`config.mk`:
```
export PLATFORM = sky130hd
export DESIGN_NAME = axi_interface_write
export DESIGN_NICKNAME = d
export VERILOG_FILES = /design/src/rtl/axi_pkg.sv /design/src/rtl/axi_interface_write.sv
export SDC_FILE = /design/constraint.sdc
export NUM_CORES = 1
export LEC_CHECK = 0
export BUFFER_PORTS_ARGS = -buffer_cell sky130_fd_sc_hd__buf_2
export CAP_MARGIN = 20
export CORE_MARGIN = 10
export CORE_UTILIZATION = 47
export DETAILED_ROUTE_END_ITERATION = 8
export PLACE_DENSITY = 0.9
export SLEW_MARGIN = 20
export SYNTH_ARGS = -nofsm -noshare
export SYNTH_HDL_FRONTEND = slang
export SYNTH_SLANG_ARGS = --single-unit
```
`constraint.sdc`:
```
create_clock -name clk -period 3.85 [get_ports clk]
set_input_delay 0.77 -clock clk [delete_from_list [all_inputs] [get_ports clk]]
set_output_delay 0.77 -clock clk [all_outputs]
set_load 0.01 [all_outputs]
```
`src/rtl/axi_pkg.sv`:
```
// Shared AXI master definitions for the read and write directions.
// Holds the state enums and the fixed AXI encodings used by both.
package axi_pkg;

  typedef enum logic [2:0] {
    WrIdle,
    WrLoadData,
    WrSendAddrData,
    WrWaitResp,
    WrDone
  } WriteState_t;

  typedef enum logic [1:0] {
    RdIdle,
    RdSendAddr,
    RdWaitData,
    RdDone
  } ReadState_t;

  localparam logic [1:0] AXI_BURST_INCR = 2'b01;
  localparam logic [1:0] AXI_RESP_OKAY  = 2'b00;
  localparam logic [2:0] AXI_SIZE_4B    = 3'd2;

endpackage

```
`src/rtl/axi_interface_write.sv`:
```
// AXI4 write master: takes a (start address, word count) request and issues one
// single-beat write per user word at incrementing addresses.
module axi_interface_write
  import axi_pkg::*;
#(
  parameter int unsigned ID_W       = 6,
  parameter int unsigned BEAT_BYTES = 4
) (
  input  logic            clk,
  input  logic            rst,
  input  logic [31:0]     write_addr_in,
  input  logic [31:0]     write_len_in,
  input  logic            write_en_in,
  input  logic [31:0]     write_data_in,
  input  logic            write_data_valid_in,
  output logic            write_data_ready_out,
  output logic            busy,
  output logic            done,
  output logic            error,
  output logic [ID_W-1:0] m00_axi_awid,
  output logic [31:0]     m00_axi_awaddr,
  output logic [7:0]      m00_axi_awlen,
  output logic [2:0]      m00_axi_awsize,
  output logic [1:0]      m00_axi_awburst,
  output logic            m00_axi_awlock,
  output logic [3:0]      m00_axi_awcache,
  output logic [2:0]      m00_axi_awprot,
  output logic [3:0]      m00_axi_awqos,
  output logic            m00_axi_awvalid,
  input  logic            m00_axi_awready,
  output logic [31:0]     m00_axi_wdata,
  output logic [3:0]      m00_axi_wstrb,
  output logic            m00_axi_wlast,
  output logic            m00_axi_wvalid,
  input  logic            m00_axi_wready,
  input  logic [ID_W-1:0] m00_axi_bid,
  input  logic [1:0]      m00_axi_bresp,
  input  logic            m00_axi_bvalid,
  output logic            m00_axi_bready
);

  localparam logic [2:0] AWSIZE = (BEAT_BYTES == 4) ? AXI_SIZE_4B : 3'($clog2(BEAT_BYTES));

  WriteState_t r_state;
  WriteState_t w_state_next;
  logic [31:0] r_addr;
  logic [31:0] r_cntr;
  logic [31:0] r_data;
  logic        r_error;
  logic        r_aw_done;
  logic        r_w_done;
  logic        w_aw_ok;
  logic        w_w_ok;
  logic        w_unused_bid;

  assign w_unused_bid = ^m00_axi_bid;

  assign m00_axi_awid    = '0;
  assign m00_axi_awlen   = 8'd0;
  assign m00_axi_awsize  = AWSIZE;
  assign m00_axi_awburst = AXI_BURST_INCR;
  assign m00_axi_awlock  = 1'b0;
  assign m00_axi_awcache = 4'd0;
  assign m00_axi_awprot  = 3'd0;
  assign m00_axi_awqos   = 4'd0;
  assign m00_axi_wstrb   = 4'hF;
  assign m00_axi_awaddr  = r_addr;
  assign m00_axi_wdata   = r_data;

  // Each valid is held until its own handshake, independent of the other channel.
  assign m00_axi_awvalid      = (r_state == WrSendAddrData) && !r_aw_done;
  assign m00_axi_wvalid       = (r_state == WrSendAddrData) && !r_w_done;
  assign m00_axi_wlast        = m00_axi_wvalid;
  assign m00_axi_bready       = (r_state == WrWaitResp);
  assign write_data_ready_out = (r_state == WrLoadData);
  assign busy                 = (r_state != WrIdle);
  assign done                 = (r_state == WrDone);
  assign error                = r_error;

  assign w_aw_ok = r_aw_done || (m00_axi_awvalid && m00_axi_awready);
  assign w_w_ok  = r_w_done || (m00_axi_wvalid && m00_axi_wready);

  always_comb begin
    w_state_next = r_state;
    unique case (r_state)
      WrIdle: begin
        if (write_en_in) w_state_next = (write_len_in == 32'd0) ? WrDone : WrLoadData;
      end
      WrLoadData: begin
        if (write_data_valid_in) w_state_next = WrSendAddrData;
      end
      WrSendAddrData: begin
        if (w_aw_ok && w_w_ok) w_state_next = WrWaitResp;
      end
      WrWaitResp: begin
        if (m00_axi_bvalid) w_state_next = (r_cntr == 32'd0) ? WrDone : WrLoadData;
      end
      WrDone:  w_state_next = WrIdle;
      default: w_state_next = WrIdle;
    endcase
  end

  always_ff @(posedge clk) begin
    if (!rst) begin
      r_state   <= WrIdle;
      r_addr    <= 32'd0;
      r_cntr    <= 32'd0;
      r_data    <= 32'd0;
      r_error   <= 1'b0;
      r_aw_done <= 1'b0;
      r_w_done  <= 1'b0;
    end else begin
      r_state <= w_state_next;
      case (r_state)
        WrIdle: begin
          if (write_en_in) begin
            r_addr  <= write_addr_in;
            r_cntr  <= write_len_in - 32'd1;
            r_error <= 1'b0;
          end
        end
        WrLoadData: begin
          if (write_data_valid_in) r_data <= write_data_in;
        end
        WrSendAddrData: begin
          if (w_aw_ok && w_w_ok) begin
            r_aw_done <= 1'b0;
            r_w_done  <= 1'b0;
          end else begin
            r_aw_done <= w_aw_ok;
            r_w_done  <= w_w_ok;
          end
        end
        WrWaitResp: begin
          if (m00_axi_bvalid) begin
            if (m00_axi_bresp != AXI_RESP_OKAY) r_error <= 1'b1;
            if (r_cntr != 32'd0) begin
              r_cntr <= r_cntr - 32'd1;
              r_addr <= r_addr + 32'(BEAT_BYTES);
            end
          end
        end
        default: ;
      endcase
    end
  end

endmodule

```
Word-level counts from Yosys, hierarchy flattened
Cells that the tools add are included.
- add/sub/neg operators: 3
- equal/unequal tests: 10
- mux-type cells: 21
- reduce and logical (&&, ||, !) cells: 20
- operator list (cell ; count):
    two-way mux 32 bit ; 6
    one-hot mux 32 bit (2 select lines) ; 2
    zero test 32 bit ; 2
    subtractor 32 x 1 -> 32 bit, second input constant ; 2
    adder 32 x 3 -> 32 bit, second input constant ; 1
    nonzero test 32 bit ; 1
    two-way mux 3 bit ; 6
    one-hot mux 3 bit (4 select lines) ; 1
    AND reduction 4 bit ; 3
    == test 3 x 2 -> 1 bit, second input constant ; 2
    inequality test 2 x 1 -> 1 bit, second input constant ; 3
    inequality test 2 bit, second input constant ; 3
    logical AND 1 bit ; 5
    two-way mux 1 bit ; 5
    nonzero test 2 bit ; 2
    == test 3 x 1 -> 1 bit, second input constant ; 1
    == test 3 bit, second input constant ; 1
    zero test 3 bit ; 1
    nonzero test 3 bit ; 1
    zero test 1 bit ; 2
    logical OR 1 bit ; 2
    one-hot mux 1 bit (2 select lines) ; 1
    AND reduction 2 bit ; 1
- register bits: 102

Depth between registers and ports, before layout
- depth in word-level cells: 7
- mapped depth: 14
- gate-level depth less buffers: 9

Least setup slack after synthesis
Ideal clock, no wire load.
- path kind: flip-flop to flip-flop
- start: reg r_state[2]
- end: reg r_cntr[26]
- library setup time: 106 ps
- data arrival time: 3564 ps
- slack: 180 ps
- cell stages (with the launch flop): 15
- path buffers: 5
- period minus slack after synthesis: 3670 ps
- path through: dfxtp_1 clkbuf_2 nand3b_4 buf_6 clkbuf_1 clkbuf_1 buf_1 mux2i_1 ha_1 nor4b_1 nand4_1 a22oi_2 nand2_1 or4_1 o311ai_0
- word-level cells in the longest chain between the ends: 3
- elaborated cells on any way between the ends: 8
- classes of those cells: eq/ne: 4; mux: 1; reduce/logical: 3
- RTL lines (what ; line ; text):
    from (decl) ; axi_interface_write.sv:44 ; WriteState_t r_state;
    from (signal assigned) ; axi_interface_write.sv:105 ; r_state <= WrIdle;
    from (signal assigned) ; axi_interface_write.sv:113 ; r_state <= w_state_next;
    == test 3 x 2 -> 1 bit / zero test 3 bit (equally long branches) ; axi_interface_write.sv:114 ; case (r_state)
    inequality test 2 x 1 -> 1 bit (no line), or another cell as far along ; n/a ;
    AND reduction 4 bit (no line) ; n/a ;
    to (signal assigned) ; axi_interface_write.sv:118 ; r_cntr <= write_len_in - 32'd1;
    to (signal assigned) ; axi_interface_write.sv:138 ; r_cntr <= r_cntr - 32'd1;
    to (decl) ; axi_interface_write.sv:47 ; logic [31:0] r_cntr;
Parallel ways exist; a longest one is shown, timed or not.
A chain may end at the register's enable or synchronous reset.

Final worst setup path
- start: reg r_state[0]
- end: reg r_cntr[24]
Same word-level chain as after synthesis.

==> flow_summary.ini <==
[clocking]
cts_buffer_depth = 2
clk_latency_ns = 0.36
cts_tree = built
cts-resized-gates = 0
cts_hold_buf = 0
post_cts_buffers = 0
numCtsBuffers = 9
h-tree-depth = 3
cts_num_sinks = 102
clkTransAtPathRegs_ns = 0.08
clockRootBuffer = clkbuf_16

[pwr]
powerDensity_mw_per_mm2 = 376.9
p_leak_uw = 0.003218
max-vdd-ir-drop_uv = 251.6
power_uw = 2964

[routing]
top_layer = met4
vias = 7614
drt_iter0_drc = 865
post-route-drc-count = 0
drt_pre_antenna_iters = 6
drt_wl_total_um = 22630
vias_per_cell = 6.096
detail_route.wl_per_cell_um = 18.12
met1Wirelength_um = 8823
dr_wl_met3_um = 2714
wl_met2_um = 10570
ant_nets = 0

[setup_path]
cp.arrival_ns = 3.64
crit_type = flop to flop
cp_max_fo = 13
rrSetupSlack_ns = 0.45
r2r-start = r_state[0]$_SDFFE_PN0P_
r2r_cells = 8
cp_cell_sequence = nand3b_4 -> mux2i_1 -> ha_1 -> nor4b_1 -> nand3_1 -> a22oi_1 -> nand2_1 -> o311a_1
endpoint_kind = flop
rr_endpoint = r_cntr[24]$_SDFFE_PN0P_
crit_slowest_cell = nor4b_1
critPathMaxStageDelay_ns = 0.71
crit_path_start_kind = flop
critical_path_required_ns = 4.10

[yosys]
synth_area_leaders = dfxtp_1, nand2_1, a21oi_1
synth_enable_flop_cells = 0
netlist-cell-type-count = 82
ys.flop_type = dfxtp_1
synth.most_common_cell = nand2_1
syn_inst = 926
yosys.area.top_type = dfxtp_1
synth.cell_area_sq_mm = 0.006750
synthArstFlopShare_pct = 0
synth_warnings = 0
synthTopCellsByCount = nand2_1, dfxtp_1, a21oi_1, nor2_1, clkbuf_1
synth_seq_area_share_pct = 30.25
syn_area_per_cell_sq_um = 7.290
yosysTopAreaCellShare_pct = 30.25
ys_seq_elements = 102

[placed_design]
port-buffer-count = 176
place_hpwl_um = 16280
place.gp.congestion = 0.9266

[hold_path]
worstHoldStart = m00_axi_awaddr[1]$_SDFFE_PN0P_
min_to = m00_axi_awaddr[1]$_SDFFE_PN0P_
hold_depth = 2
hold_class = flop to flop

[flow_run]
cap_violations = 0

[sta]
fin_crit_ns = 3.397
finalSetupTns_ns = 0
hold_violations = 0
worst_pin_slew_ns = 0.8575
slew_violations = 0
finalCritPeriodShare_pct = 88.22
rsz0062_at_grt = false
whs_ns = 0.4495
finClkSkew_ns = 0.009615
clock.fmax_ghz = 0.2944
setup_viol = 0
slew_headroom_pct = 42.03

[cells_and_area]
area_growth_pct = 16.50
drive_gt1_share_pct = 22.85
post-route-util_pct = 56.22
nNetsFinal = 1176

[grt]
antenna_found_initial = 1
track_usage_pct = 21.73
grt_pass1_wl_um = 36230
grt_max_degree = 86
overflow = 0
grt_pass1_vias = 7225

[floorplan]
fp.dieH_um = 139.8
ios = 218
die_w_um = 139.8
initial_core_util_pct = 48.26
placementRows = 43
core_area_sq_mm = 0.01399
die-area_sq_mm = 0.01956

[outcome]
status = completed
==> registers in the layout (all words and copies together) (netlist names) <==
signal	flops
error	1
m00_axi_awaddr	32
m00_axi_wdata	32
r_aw_done	1
r_cntr	32
r_state	3
r_w_done	1
==> placed cells by master, fill, tap and decap left out, types with 10 or more instances in the layout <==
cell type | synthesis | layout
a21oi_1 | 96 | 96
a31oi_1 | 14 | 14
and3_1 | 10 | 10
buf_2 | 10 | 176
buf_4 | 39 | 20
conb_1 | 2 | 35
dfxtp_1 | 102 | 102
nand2_1 | 151 | 151
nand3_1 | 35 | 35
nand4_1 | 17 | 17
nor2_1 | 85 | 84
nor3_1 | 37 | 37
nor4_1 | 16 | 16
o21a_1 | 11 | 11
o21ai_0 | 38 | 38
o22ai_1 | 12 | 12
o31ai_1 | 12 | 12
or3_1 | 11 | 11
or4_1 | 11 | 11
==> worst max-delay path by stage <==
stage,start,end,cells past startpoint,slack (ns)
6_report,r_state[0]$_SDFFE_PN0P_,r_cntr[24]$_SDFFE_PN0P_,8,0.45
3_3_place_gp,write_len_in[0],r_cntr[24]$_SDFFE_PN0P_,8,0.64
3_5_place_dp,write_len_in[0],r_cntr[24]$_SDFFE_PN0P_,8,0.50
4_1_cts,r_state[0]$_SDFFE_PN0P_,r_cntr[24]$_SDFFE_PN0P_,8,0.54
2_1_floorplan,r_state[2]$_SDFFE_PN0P_,r_cntr[26]$_SDFFE_PN0P_,14,0.18
5_1_grt,r_state[0]$_SDFFE_PN0P_,r_cntr[28]$_SDFFE_PN0P_,8,0.26
==> kinds of logic (layout without fill, tap and decap cells) <==
group,Yosys count,count (layout),share of synthesized area [%]
flip-flops,102,102,30.25
AND/OR/NAND/NOR,421,421,30.77
buffers and inverters,109,218,9.379
multiplexers,6,6,1.112
other,2,36,0.1113
AO/OA/AOI/OAI,280,280,27.49
XOR/XNOR,4,4,0.5191
adder cells (fa/ha/maj),2,2,0.3707
==> stage by stage <==
stage	cells	cell area [sq um]	setup WS [ns]
after floorplan	959	6874	0.1800
after global placement	1232	7541	0.6445
after detailed placement	1232	7541	0.5040
after CTS	1248	7859	0.5384
after global routing	1249	7864	0.2647
final	1249	7864	0.4534
==> final cells by class <==
type,instances,area (sq um)
sequential,102,2042
tap,180,225.2
clock buffer,11,252.7
timing repair buffer,197,1051
clock inverter,5,65.06
inverter,5,18.77
fill,1336,6125
multi-input combinational,748,4207
antenna,1,2.502
==> per-layer routing <==
metal | track usage [%] | vias up
met5 | 0 | -
met4 | 7.826 | 0
met3 | 7.962 | 62
met2 | 34.64 | 458
met1 | 26.21 | 3457
li1 | - | 3637
==> report_power, final <==
part	leakage, uW	internal [uW]	total (uW)	switching, uW
Clock	0.000156	546	972	426
Combinational	0.00223	281	727	446
Sequential	0.000835	1150	1260	118
Total	0.00322	1970	2960	990
==> critical path: cells and delay by family, from the launching register on <==
family	cells	cell delay [ns]
and+or+nand+nor	4	1.32
AOI/OAI and AO/OA	2	0.92
DFF	1	0.60
muxes	1	0.24
adders and majority gates	1	0.20
No activity file was read; power rests on OpenSTA's default activity.
